## config.mk

```make
export PLATFORM = sky130hd
export DESIGN_NAME = rf_wb_arb_flat
export DESIGN_NICKNAME = d
export VERILOG_FILES = /design/src/rtl/rf_pkg.sv /design/src/rtl/rf_wb_arb_if.sv /design/src/rtl/rf_wb_rr2.sv /design/src/rtl/rf_wb_arb.sv /design/src/flat_wrapper.sv
export SDC_FILE = /design/constraint.sdc
export NUM_CORES = 1
export LEC_CHECK = 0
export CORE_MARGIN = 2
export CORE_UTILIZATION = 37
export CTS_CLUSTER_DIAMETER = 150
export DETAILED_ROUTE_END_ITERATION = 8
export PLACE_DENSITY = 0.76
export REMOVE_ABC_BUFFERS = 1
export SLEW_MARGIN = 10
export SYNTH_ARGS = -nofsm -noshare
export SYNTH_HDL_FRONTEND = slang
export SYNTH_SLANG_ARGS = --single-unit
```

## constraint.sdc

```tcl
create_clock -name clk -period 1.8 [get_ports clk]
set_input_delay 0.54 -clock clk [delete_from_list [all_inputs] [get_ports clk]]
set_output_delay 0.54 -clock clk [all_outputs]
set_load 0.03 [all_outputs]
```

## src/rtl/rf_pkg.sv

```systemverilog
// Shared types and defaults for the register-file writeback arbiter.
package rf_pkg;

    localparam int XLEN   = 32;
    localparam int REG_AW = 5;

    typedef logic [REG_AW-1:0] reg_addr_t;
    typedef logic [XLEN-1:0]   xlen_t;

    typedef struct packed {
        logic      valid;
        reg_addr_t rd;
        xlen_t     data;
    } wb_req_t;

    // Encoding matters: last_grant resets to SRC_B so A wins the first conflict.
    typedef enum logic {
        SRC_A = 1'b0,
        SRC_B = 1'b1
    } src_e;

endpackage

```

## src/rtl/rf_wb_arb_if.sv

```systemverilog
// Writeback request bus: two valid/ready sources (A = ALU, B = load) plus flush.
interface rf_wb_arb_if #(
    parameter int XLEN   = rf_pkg::XLEN,
    parameter int REG_AW = rf_pkg::REG_AW
) ();

    logic              flush;
    logic              a_valid;
    logic [REG_AW-1:0] a_rd;
    logic [XLEN-1:0]   a_data;
    logic              a_ready;
    logic              b_valid;
    logic [REG_AW-1:0] b_rd;
    logic [XLEN-1:0]   b_data;
    logic              b_ready;

    modport master (
        output flush,
        output a_valid, a_rd, a_data,
        input  a_ready,
        output b_valid, b_rd, b_data,
        input  b_ready
    );

    modport slave (
        input  flush,
        input  a_valid, a_rd, a_data,
        output a_ready,
        input  b_valid, b_rd, b_data,
        output b_ready
    );

endinterface

```

## src/rtl/rf_wb_rr2.sv

```systemverilog
// Combinational two-way round-robin pick; grant_o[0] = A, grant_o[1] = B.
module rf_wb_rr2
    import rf_pkg::*;
(
    input  logic       valid_a_i,
    input  logic       valid_b_i,
    input  logic       flush_i,
    input  src_e       last_grant_i,
    output logic [1:0] grant_o
);

    always_comb begin
        // NOTE: default assignment first so no path leaves grant_o unassigned (no latch).
        grant_o = 2'b00;
        if (!flush_i) begin
            if (valid_a_i && valid_b_i) begin
                grant_o = (last_grant_i == SRC_B) ? 2'b01 : 2'b10;
            end else begin
                grant_o = {valid_b_i, valid_a_i};
            end
        end
    end

endmodule

```

## src/rtl/rf_wb_arb.sv

```systemverilog
// Register-file writeback arbiter: picks one of two sources per cycle and
// registers the winning write towards the RF; writes to x0 are dropped.
module rf_wb_arb
    import rf_pkg::src_e, rf_pkg::SRC_A, rf_pkg::SRC_B;
#(
    parameter int XLEN   = rf_pkg::XLEN,
    parameter int REG_AW = rf_pkg::REG_AW,
    parameter int CNT_W  = 16
) (
    input  logic              clk,
    input  logic              rst_n,
    rf_wb_arb_if.slave        wb,
    output logic              rf_write_e,
    output logic [REG_AW-1:0] rf_rd,
    output logic [XLEN-1:0]   rf_write_d,
    output logic [CNT_W-1:0]  conflict_cnt
);

    logic [1:0]        grant;
    logic              hs_a;
    logic              hs_b;
    logic              conflict;

    src_e              last_grant_q, last_grant_d;
    logic              wr_e_q, wr_e_d;
    logic [REG_AW-1:0] rd_q, rd_d;
    logic [XLEN-1:0]   data_q, data_d;
    logic [CNT_W-1:0]  cnt_q, cnt_d;

    rf_wb_rr2 u_rr2 (
        .valid_a_i    (wb.a_valid),
        .valid_b_i    (wb.b_valid),
        .flush_i      (wb.flush),
        .last_grant_i (last_grant_q),
        .grant_o      (grant)
    );

    // Readies are held low while reset is asserted, independent of the clock.
    assign wb.a_ready = grant[0] & rst_n;
    assign wb.b_ready = grant[1] & rst_n;

    assign hs_a     = wb.a_valid & wb.a_ready;
    assign hs_b     = wb.b_valid & wb.b_ready;
    assign conflict = wb.a_valid & wb.b_valid & ~wb.flush;

    always_comb begin
        last_grant_d = last_grant_q;
        wr_e_d       = 1'b0;
        rd_d         = rd_q;
        data_d       = data_q;
        if (hs_a) begin
            last_grant_d = SRC_A;
            if (wb.a_rd != '0) begin
                wr_e_d = 1'b1;
                rd_d   = wb.a_rd;
                data_d = wb.a_data;
            end
        end else if (hs_b) begin
            last_grant_d = SRC_B;
            if (wb.b_rd != '0) begin
                wr_e_d = 1'b1;
                rd_d   = wb.b_rd;
                data_d = wb.b_data;
            end
        end
    end

    // Saturating: stops at all-ones instead of wrapping.
    always_comb begin
        cnt_d = cnt_q;
        if (conflict && !(&cnt_q)) begin
            cnt_d = cnt_q + CNT_W'(1);
        end
    end

    // NOTE: sequential state uses non-blocking assignments only, so every
    // register samples its _d value from before the edge.
    always_ff @(posedge clk or negedge rst_n) begin
        if (!rst_n) begin
            last_grant_q <= SRC_B;
            wr_e_q       <= 1'b0;
            rd_q         <= '0;
            data_q       <= '0;
            cnt_q        <= '0;
        end else begin
            last_grant_q <= last_grant_d;
            wr_e_q       <= wr_e_d;
            rd_q         <= rd_d;
            data_q       <= data_d;
            cnt_q        <= cnt_d;
        end
    end

    assign rf_write_e   = wr_e_q;
    assign rf_rd        = rd_q;
    assign rf_write_d   = data_q;
    assign conflict_cnt = cnt_q;

endmodule

```

## src/flat_wrapper.sv

```systemverilog
// flat-port wrapper written by rule: the top's interface ports become plain ports
module rf_wb_arb_flat import rf_pkg::src_e, rf_pkg::SRC_A, rf_pkg::SRC_B;
#(
    parameter int XLEN   = rf_pkg::XLEN,
    parameter int REG_AW = rf_pkg::REG_AW,
    parameter int CNT_W  = 16
)
  (clk, rst_n, rf_write_e, rf_rd, rf_write_d, conflict_cnt, wb_flush, wb_a_valid, wb_a_rd, wb_a_data, wb_a_ready, wb_b_valid, wb_b_rd, wb_b_data, wb_b_ready);
  rf_wb_arb_if #(.XLEN(XLEN), .REG_AW(REG_AW)) wb_i ();
  input  logic clk;
  input  logic rst_n;
  output logic rf_write_e;
  output logic [REG_AW-1:0] rf_rd;
  output logic [XLEN-1:0] rf_write_d;
  output logic [CNT_W-1:0] conflict_cnt;
  input wire logic [$bits(wb_i.flush)-1:0] wb_flush;
  input wire logic [$bits(wb_i.a_valid)-1:0] wb_a_valid;
  input wire logic [$bits(wb_i.a_rd)-1:0] wb_a_rd;
  input wire logic [$bits(wb_i.a_data)-1:0] wb_a_data;
  output wire logic [$bits(wb_i.a_ready)-1:0] wb_a_ready;
  input wire logic [$bits(wb_i.b_valid)-1:0] wb_b_valid;
  input wire logic [$bits(wb_i.b_rd)-1:0] wb_b_rd;
  input wire logic [$bits(wb_i.b_data)-1:0] wb_b_data;
  output wire logic [$bits(wb_i.b_ready)-1:0] wb_b_ready;
  assign wb_i.flush = wb_flush;
  assign wb_i.a_valid = wb_a_valid;
  assign wb_i.a_rd = wb_a_rd;
  assign wb_i.a_data = wb_a_data;
  assign wb_a_ready = wb_i.a_ready;
  assign wb_i.b_valid = wb_b_valid;
  assign wb_i.b_rd = wb_b_rd;
  assign wb_i.b_data = wb_b_data;
  assign wb_b_ready = wb_i.b_ready;
  rf_wb_arb #(.XLEN(XLEN), .REG_AW(REG_AW), .CNT_W(CNT_W)) u_core (.clk(clk), .rst_n(rst_n), .wb(wb_i), .rf_write_e(rf_write_e), .rf_rd(rf_rd), .rf_write_d(rf_write_d), .conflict_cnt(conflict_cnt));
endmodule
```

==> metrics.txt <==
drt total wl=roughly 8.5 mm; drt drc=0; clk_lat worst skew=around 0.30 ns; Seq/Total Area, Yosys=a little under half; maximum fanout along the worst path=6; clk_skew=approximately 0.0095 ns; Hold Path Class=input pin to async pin; synth warn=0; Max Slew Vio Count=0; vias in the first global route=between 2000 and 3000; ys flop type=dfrtp_1; Vert. Die Dim=between 90 and 100 um; hold slack=approximately 0.4 ns; largest delay contributor family on the critical path=flip-flops; type of the worst setup path=flip-flop to flip-flop; part of the power in the clock network=between 10% and 20%; # H-tree levels=2; Root Buffer=clkbuf_8; CP most frequent cell=buf_6; max frequency=between 500 and 600 MHz; WL met1=around 3.4 mm; highest metal used=met4; row cnt=32; port bufs=134; worst r2r dst=u_core.rf_write_d[29]; Async SR Flop Fraction=100%; leakage=2.28 nW; Core Box Area=around 7600 um^2; Slew HR=53.3%; Fin. Hold Viols=0; dpl ws=-0.649 ns; initial antenna violation count=0; reg-to-reg slack, setup=-0.18 ns; worst r2r src=u_core.last_grant_q; number of diodes=0; clock slew at reported path FFs=approximately 0.1 ns; first-pass GRT wire length=approximately 14 mm; CTS tree=built; Worst EP arrival=approximately 2.2 ns; period utilization=110%; slowest CP cell=dfstp_2; Final setup viols=41; Fill cells=between 500 and 600; Num CTS Buffers=5; RSZ-0062 raised after global routing=true; fin worst setup slack=-0.179 ns; post-DP HPWL=around 5.7 mm; slowest stage delay, CP=0.56 ns; status=finished, violations left; wire length on met3=about 700 um; Max Cap Viol=0; 1st-iter DRT viols=64; cts hold-fix bufs=0; total grt overflow=0; CP required=1.99 ns; die width=slightly above 90 um; CP bufs+invs=4; combinational group share of total power=45.8%; DR pass1 iterations=4; Vias/cell=between 4 and 5; Unique masters post-synth=37; Clock Tree Buf Depth=2; synthesized area per cell=roughly 13 um^2; Total Power=roughly 4.7 mW; FF-to-FF path depth=8; Starting Density=around 38%; Tightest Pin Transition=0.700 ns; failing checks=negative setup slack; Final min period=~2.0 ns; Mapped Cells=~210; mapped cell area=2890 um^2; Peak VDD IR=0.000784 V; Cells after DPL=~470; number of synthesized flops with an enable pin=0; overall routing resource usage=between 20 and 25%; fin nets=472; internal power=2.98 mW; Seq pwr share=37.0%; gpl congestion=between 0.8 and 0.9; net switching fraction of the power=between 30% and 40%; share of post-route cells with drive strength above 1=between 30% and 40%; critical path capture point type=flip-flop; metal2 WL=4.31 mm; P&R area growth vs syn=72.5%; clock sink count=55; Synth Register Bits=55; final cell count without fillers=~500; Wirelength per Cell=~17 um; largest net degree at the start of global routing=56; DRT antenna net count=0; crit start category=flip-flop; NetSw=roughly 1.7 mW; power per cell area=936 nW/um^2; Boundary Pins=135; routed vias=approximately 2400; die area=approximately 8500 um^2; crit-path cells=buf_6 > nand2_2 > and3_4 > buf_6 > a22o_4 > buf_6 > buf_12 > mux2_4
-- layer usage --
layer | GRT usage, % | up-vias
li1 | - | 1127
met1 | 24.5 | 1170
met2 | 37.2 | 106
met3 | 5.29 | 8
met4 | 4.10 | 0
met5 | 0 | -
-- cell families after synthesis --
family | count (synthesis) | share of synthesized area [%]
compound gates | 9 | 2.08
xor+xnor | 11 | 3.34
fa+ha+maj | 1 | 0.433
buf+inv | 12 | 3.29
flops | 55 | 47.7
mux | 77 | 32.5
simple gates | 49 | 10.7
-- power by group through the flow --
| stage | Clock, mW | Sequential (mW) | Combinational, mW |
|---|---|---|---|
| CTS | 0.828 | 1.72 | 2.15 |
| global route | 0.872 | 1.77 | 2.25 |
| finish | 0.806 | 1.72 | 2.13 |
| detailed placement | 0 | 1.75 | 2.15 |
| floorplan | 0 | 2.35 | 0.489 |
| global placement | 0 | 1.74 | 2.12 |
-- layout make-up --
class                      instances  area (um^2)  area share, %
timing repair buffer             181         1820           36.5
multi-input combinational        147         1550           31.0
sequential                        55         1380           27.7
tap                              102          128           2.56
clock buffer                       5         68.8           1.38
clock inverter                     2         37.5          0.753
inverter                           2         7.51          0.151
-- worst reg2reg max path, stage by stage, from the launching register on --
cell and delay [ns]:
dfstp_2 0.56, buf_6 0.10, nand2_2 0.05, and3_4 0.19
buf_6 0.11, a22o_4 0.30, buf_6 0.15, buf_12 0.13
mux2_4 0.30
-- stage by stage --
step,instance area [um^2],util (%),setup TNS [ns]
final,4980,65.2,-4.69
after global routing,4980,65.2,-6.60
after CTS,5010,65.5,-3.87
after detailed placement,4510,58.9,-29.59
after global placement,4510,58.9,-27.61
after floorplan,2800,-,-47.02
-- cells in the mapped netlist, types with 3 or more instances --
master	instances	area [um^2]
dfrtp_1	54	1350
mux2_2	39	439
mux2_1	19	214
mux2_4	19	285
nand2_1	11	41.3
xor2_1	9	78.8
nor2_1	7	26.3
buf_6	6	67.6
nor3_1	6	30.0
nand3_1	5	25.0
a21oi_1	4	20.0
buf_2	3	15.0
-- how the worst max path moves through the flow --
| stage | depth (start not counted) | startpoint | to |
|---|---|---|---|
| 6_report | 8 | u_core.last_grant_q | u_core.rf_write_d[29] |
| 5_1_grt | 8 | u_core.last_grant_q | u_core.rf_write_d[29] |
| 4_1_cts | 4 | u_core.last_grant_q | wb_a_ready |
| 3_5_place_dp | 6 | wb_flush | u_core.rf_write_d[16] |
| 3_3_place_gp | 6 | wb_flush | u_core.rf_write_d[15] |
| 2_1_floorplan | 4 | rst_n | u_core.rf_rd[4] |
-- state kept, by name (all words and copies together), names as in the netlist --
register	count
u_core.conflict_cnt	16
u_core.rf_write_d	32
u_core.last_grant_q	1
u_core.rf_write_e	1
u_core.rf_rd	5
-- cells in the final DEF (no fill, tap or decap), types with 2 or more instances in the layout --
| cell type | n |
|---|---|
| clkdlybuf4s50_1 | 73 |
| dlygate4sd2_1 | 54 |
| dfrtp_1 | 53 |
| mux2_4 | 39 |
| mux2_2 | 26 |
| buf_4 | 23 |
| buf_6 | 15 |
| mux2_1 | 12 |
| nand2_1 | 10 |
| xor2_1 | 9 |
| nor2_1 | 5 |
| nor3_1 | 5 |
| nand3_1 | 5 |
| clkbuf_8 | 5 |
| a21oi_1 | 4 |
| buf_16 | 4 |
| buf_12 | 4 |
| buf_8 | 3 |
| and3_4 | 2 |
| and4_1 | 2 |
| inv_1 | 2 |
| nand4_1 | 2 |
| xnor2_1 | 2 |
| buf_2 | 2 |
-- timing repair --
item / CTS / global route
setup endpoints to repair: 101 / 46
setup buffers: 18 / 1
gates resized for setup: 117 / 12
gates cloned: 5 / 0
pin swaps: 11 / 5
No activity file was read; power rests on OpenSTA's default activity.
==> RTL edit (same flow settings) <==
`CNT_W` is set to 16 in 2 places; all go to 32.
--- a/src/rtl/rf_wb_arb.sv
+++ b/src/rtl/rf_wb_arb.sv
@@ -5,7 +5,7 @@
 #(
     parameter int XLEN   = rf_pkg::XLEN,
     parameter int REG_AW = rf_pkg::REG_AW,
-    parameter int CNT_W  = 16
+    parameter int CNT_W  = 32
 ) (
     input  logic              clk,
     input  logic              rst_n,
--- a/src/flat_wrapper.sv
+++ b/src/flat_wrapper.sv
@@ -3,7 +3,7 @@
 #(
     parameter int XLEN   = rf_pkg::XLEN,
     parameter int REG_AW = rf_pkg::REG_AW,
-    parameter int CNT_W  = 16
+    parameter int CNT_W  = 32
 )
   (clk, rst_n, rf_write_e, rf_rd, rf_write_d, conflict_cnt, wb_flush, wb_a_valid, wb_a_rd, wb_a_data, wb_a_ready, wb_b_valid, wb_b_rd, wb_b_data, wb_b_ready);
   rf_wb_arb_if #(.XLEN(XLEN), .REG_AW(REG_AW)) wb_i ();
Interface: changed (resized conflict_cnt); port bits go from 135 to 151. The function was not compared with the original's and may differ.
==> RTL edit against the original RTL <==
  * The run still ends with negative setup slack left
  * Clock power increased by 65%
  * Global-route usage grew 0.75 points
  * Setup slack improved by 0.020 ns
  * Sequential share of layout area grew 1.4 points
  * Wire length up 26%
  * Core utilization grew 2.2 points
  * Synthesized area is 18% higher
  * Hold slack improved by 0.022 ns
  * Sequential cell count increased by 16
  * Power increased by 15%
  * Final area grew 23%
  * Count of clock-buffer cells in the layout increased by 8
  * Critical path type unchanged
==> RTL edit: results (changes against the original RTL) <==
* Outcome: finished, violations left
* Violated checks: negative setup slack
* Clock H-tree levels at 3 (+1)
* Inserted Clock Buffers at 9 (+4)
* Post-synthesis sequential area ratio at 52.2% (+4.5 points)
* Post-CTS Resized at 143 (+22%)
* Initial DRC Count at 88 (+38%)
* Layout cell share with drive strength beyond 1 at 33.5% (-3.5 points)
* Count of non-CTS buffers in the layout at 224 (+24%)
* Psw at 1.86 mW (+11%)
* Setup TNS at -3.20 ns (+1.49 ns)
* Clock skew at 0.0115 ns (+0.00197 ns)
* Initial antenna violation count at 2 (+2)
* Critical Path Sink: u_core.conflict_cnt[21]$_DFFE_PN0P_
* Final setup viols at 30 (-27%)
* Syn_area_per_cell at 10.3 µm² (-24%)
* Worst-skew pair later-pin latency at 0.34 ns (+0.04 ns)
* Maximum VDD drop at 0.482 mV (-38%)
* Clk tree area frac at 3.42% (+1.3 points)
* First-pass GRT wire length at 16700 µm (+22%)
* Pleak at 2.67 nW (+17%)
* Clk sinks at 71 (+29%)
* Gr usage total at 21.3% (+0.75 points)
* Sequential portion of the cell area at 29.1% (+1.4 points)
* Diodes inserted at 1 (+1)
* Area of the multi-input gates at 0.00186 mm² (+20%)
* Place WS at -0.592 ns (+0.0575 ns)
* Buffers on Ports at 150 (+12%)
* Post-DP Area at 0.00549 mm² (+22%)
* Worst Slack Setup Final at -0.159 ns (+0.0200 ns)
* Post-synth top cells: dfrtp_1, nor2_1, a21oi_1
* Data buffer area share at 34.3% (-2.1 points)
* Inverter count at 6 (+4)
* Reg2reg path depth at 9 (+1)
* Routed Wire Length at 10700 µm (+26%)
* Clk network pwr share at 24.8% (+7.5 points)
* Setup crit start: u_core.conflict_cnt[1]$_DFFE_PN0P_
* Synth Area in XOR/XNOR at 7.71% (+4.4 points)
* Reg clk slew, reported paths at 0.08 ns (-0.02 ns)
* Final Cell Area at 0.00611 mm² (+23%)
* Rel. slew slack at 40.5% (-13 points)
* Gate power share at 37.0% (-8.8 points)
* Number of global-route vias before repair at 3486 (+30%)
* Setup bufs post-CTS at 9 (-9)
* Top post-synthesis cells by area: dfrtp_1, mux2i_1, a21oi_1
* Synth Area in Adders at 0.367% (-0.066 points)
* Vias per cell at 5.08 (+4.1%)
* Fillers at 718 (+25%)
* Post-synthesis mux area share at 11.5% (-21 points)
* Worst hold margin at 0.411 ns (+0.0217 ns)
* Final nets at 630 (+33%)
* Count of multi-input gates at 238 (+62%)
* Reg2reg end: u_core.conflict_cnt[21]$_DFFE_PN0P_
* Placer Congestion at 0.874 (+8.5%)
* Crit-path max FO at 8 (+2)
* Largest net degree at the start of global routing at 72 (+29%)
## RTL edit: changes by cell type in the layout (fill, tap and decap cells not counted), moves of 12 or more
cell     before  now
a21oi_2       0   13
mux2i_1       0   35
nor2_2        1   21
mux2_2       26    1
a21oi_1       4   24
dfrtp_1      53   70
mux2_4       39    1
buf_4        23   55
xor2_1        9   21
mux2_1       12    0
nor2_1        5   24
## RTL edit: per-layer routing
| layer | track usage (%) | up-vias | wire length [µm] |
|---|---|---|---|
| met5 | 0 | - | 11 |
| met4 | 6.01 | 2 | 96 |
| met3 | 8.15 | 10 | 958 |
| met2 | 36.9 | 126 | 5470 |
| met1 | 24.6 | 1646 | 4180 |
| li1 | - | 1604 | - |
## RTL edit: critical path, stage by stage, from the launching register on
cell and delay [ns]:
dfrtp_1 0.39, buf_6 0.12, ha_4 0.15, nand4_4 0.09
buf_6 0.13, or4_4 0.42, o21ai_4 0.16, buf_6 0.16
nor3_2 0.05, xor2_1 0.17
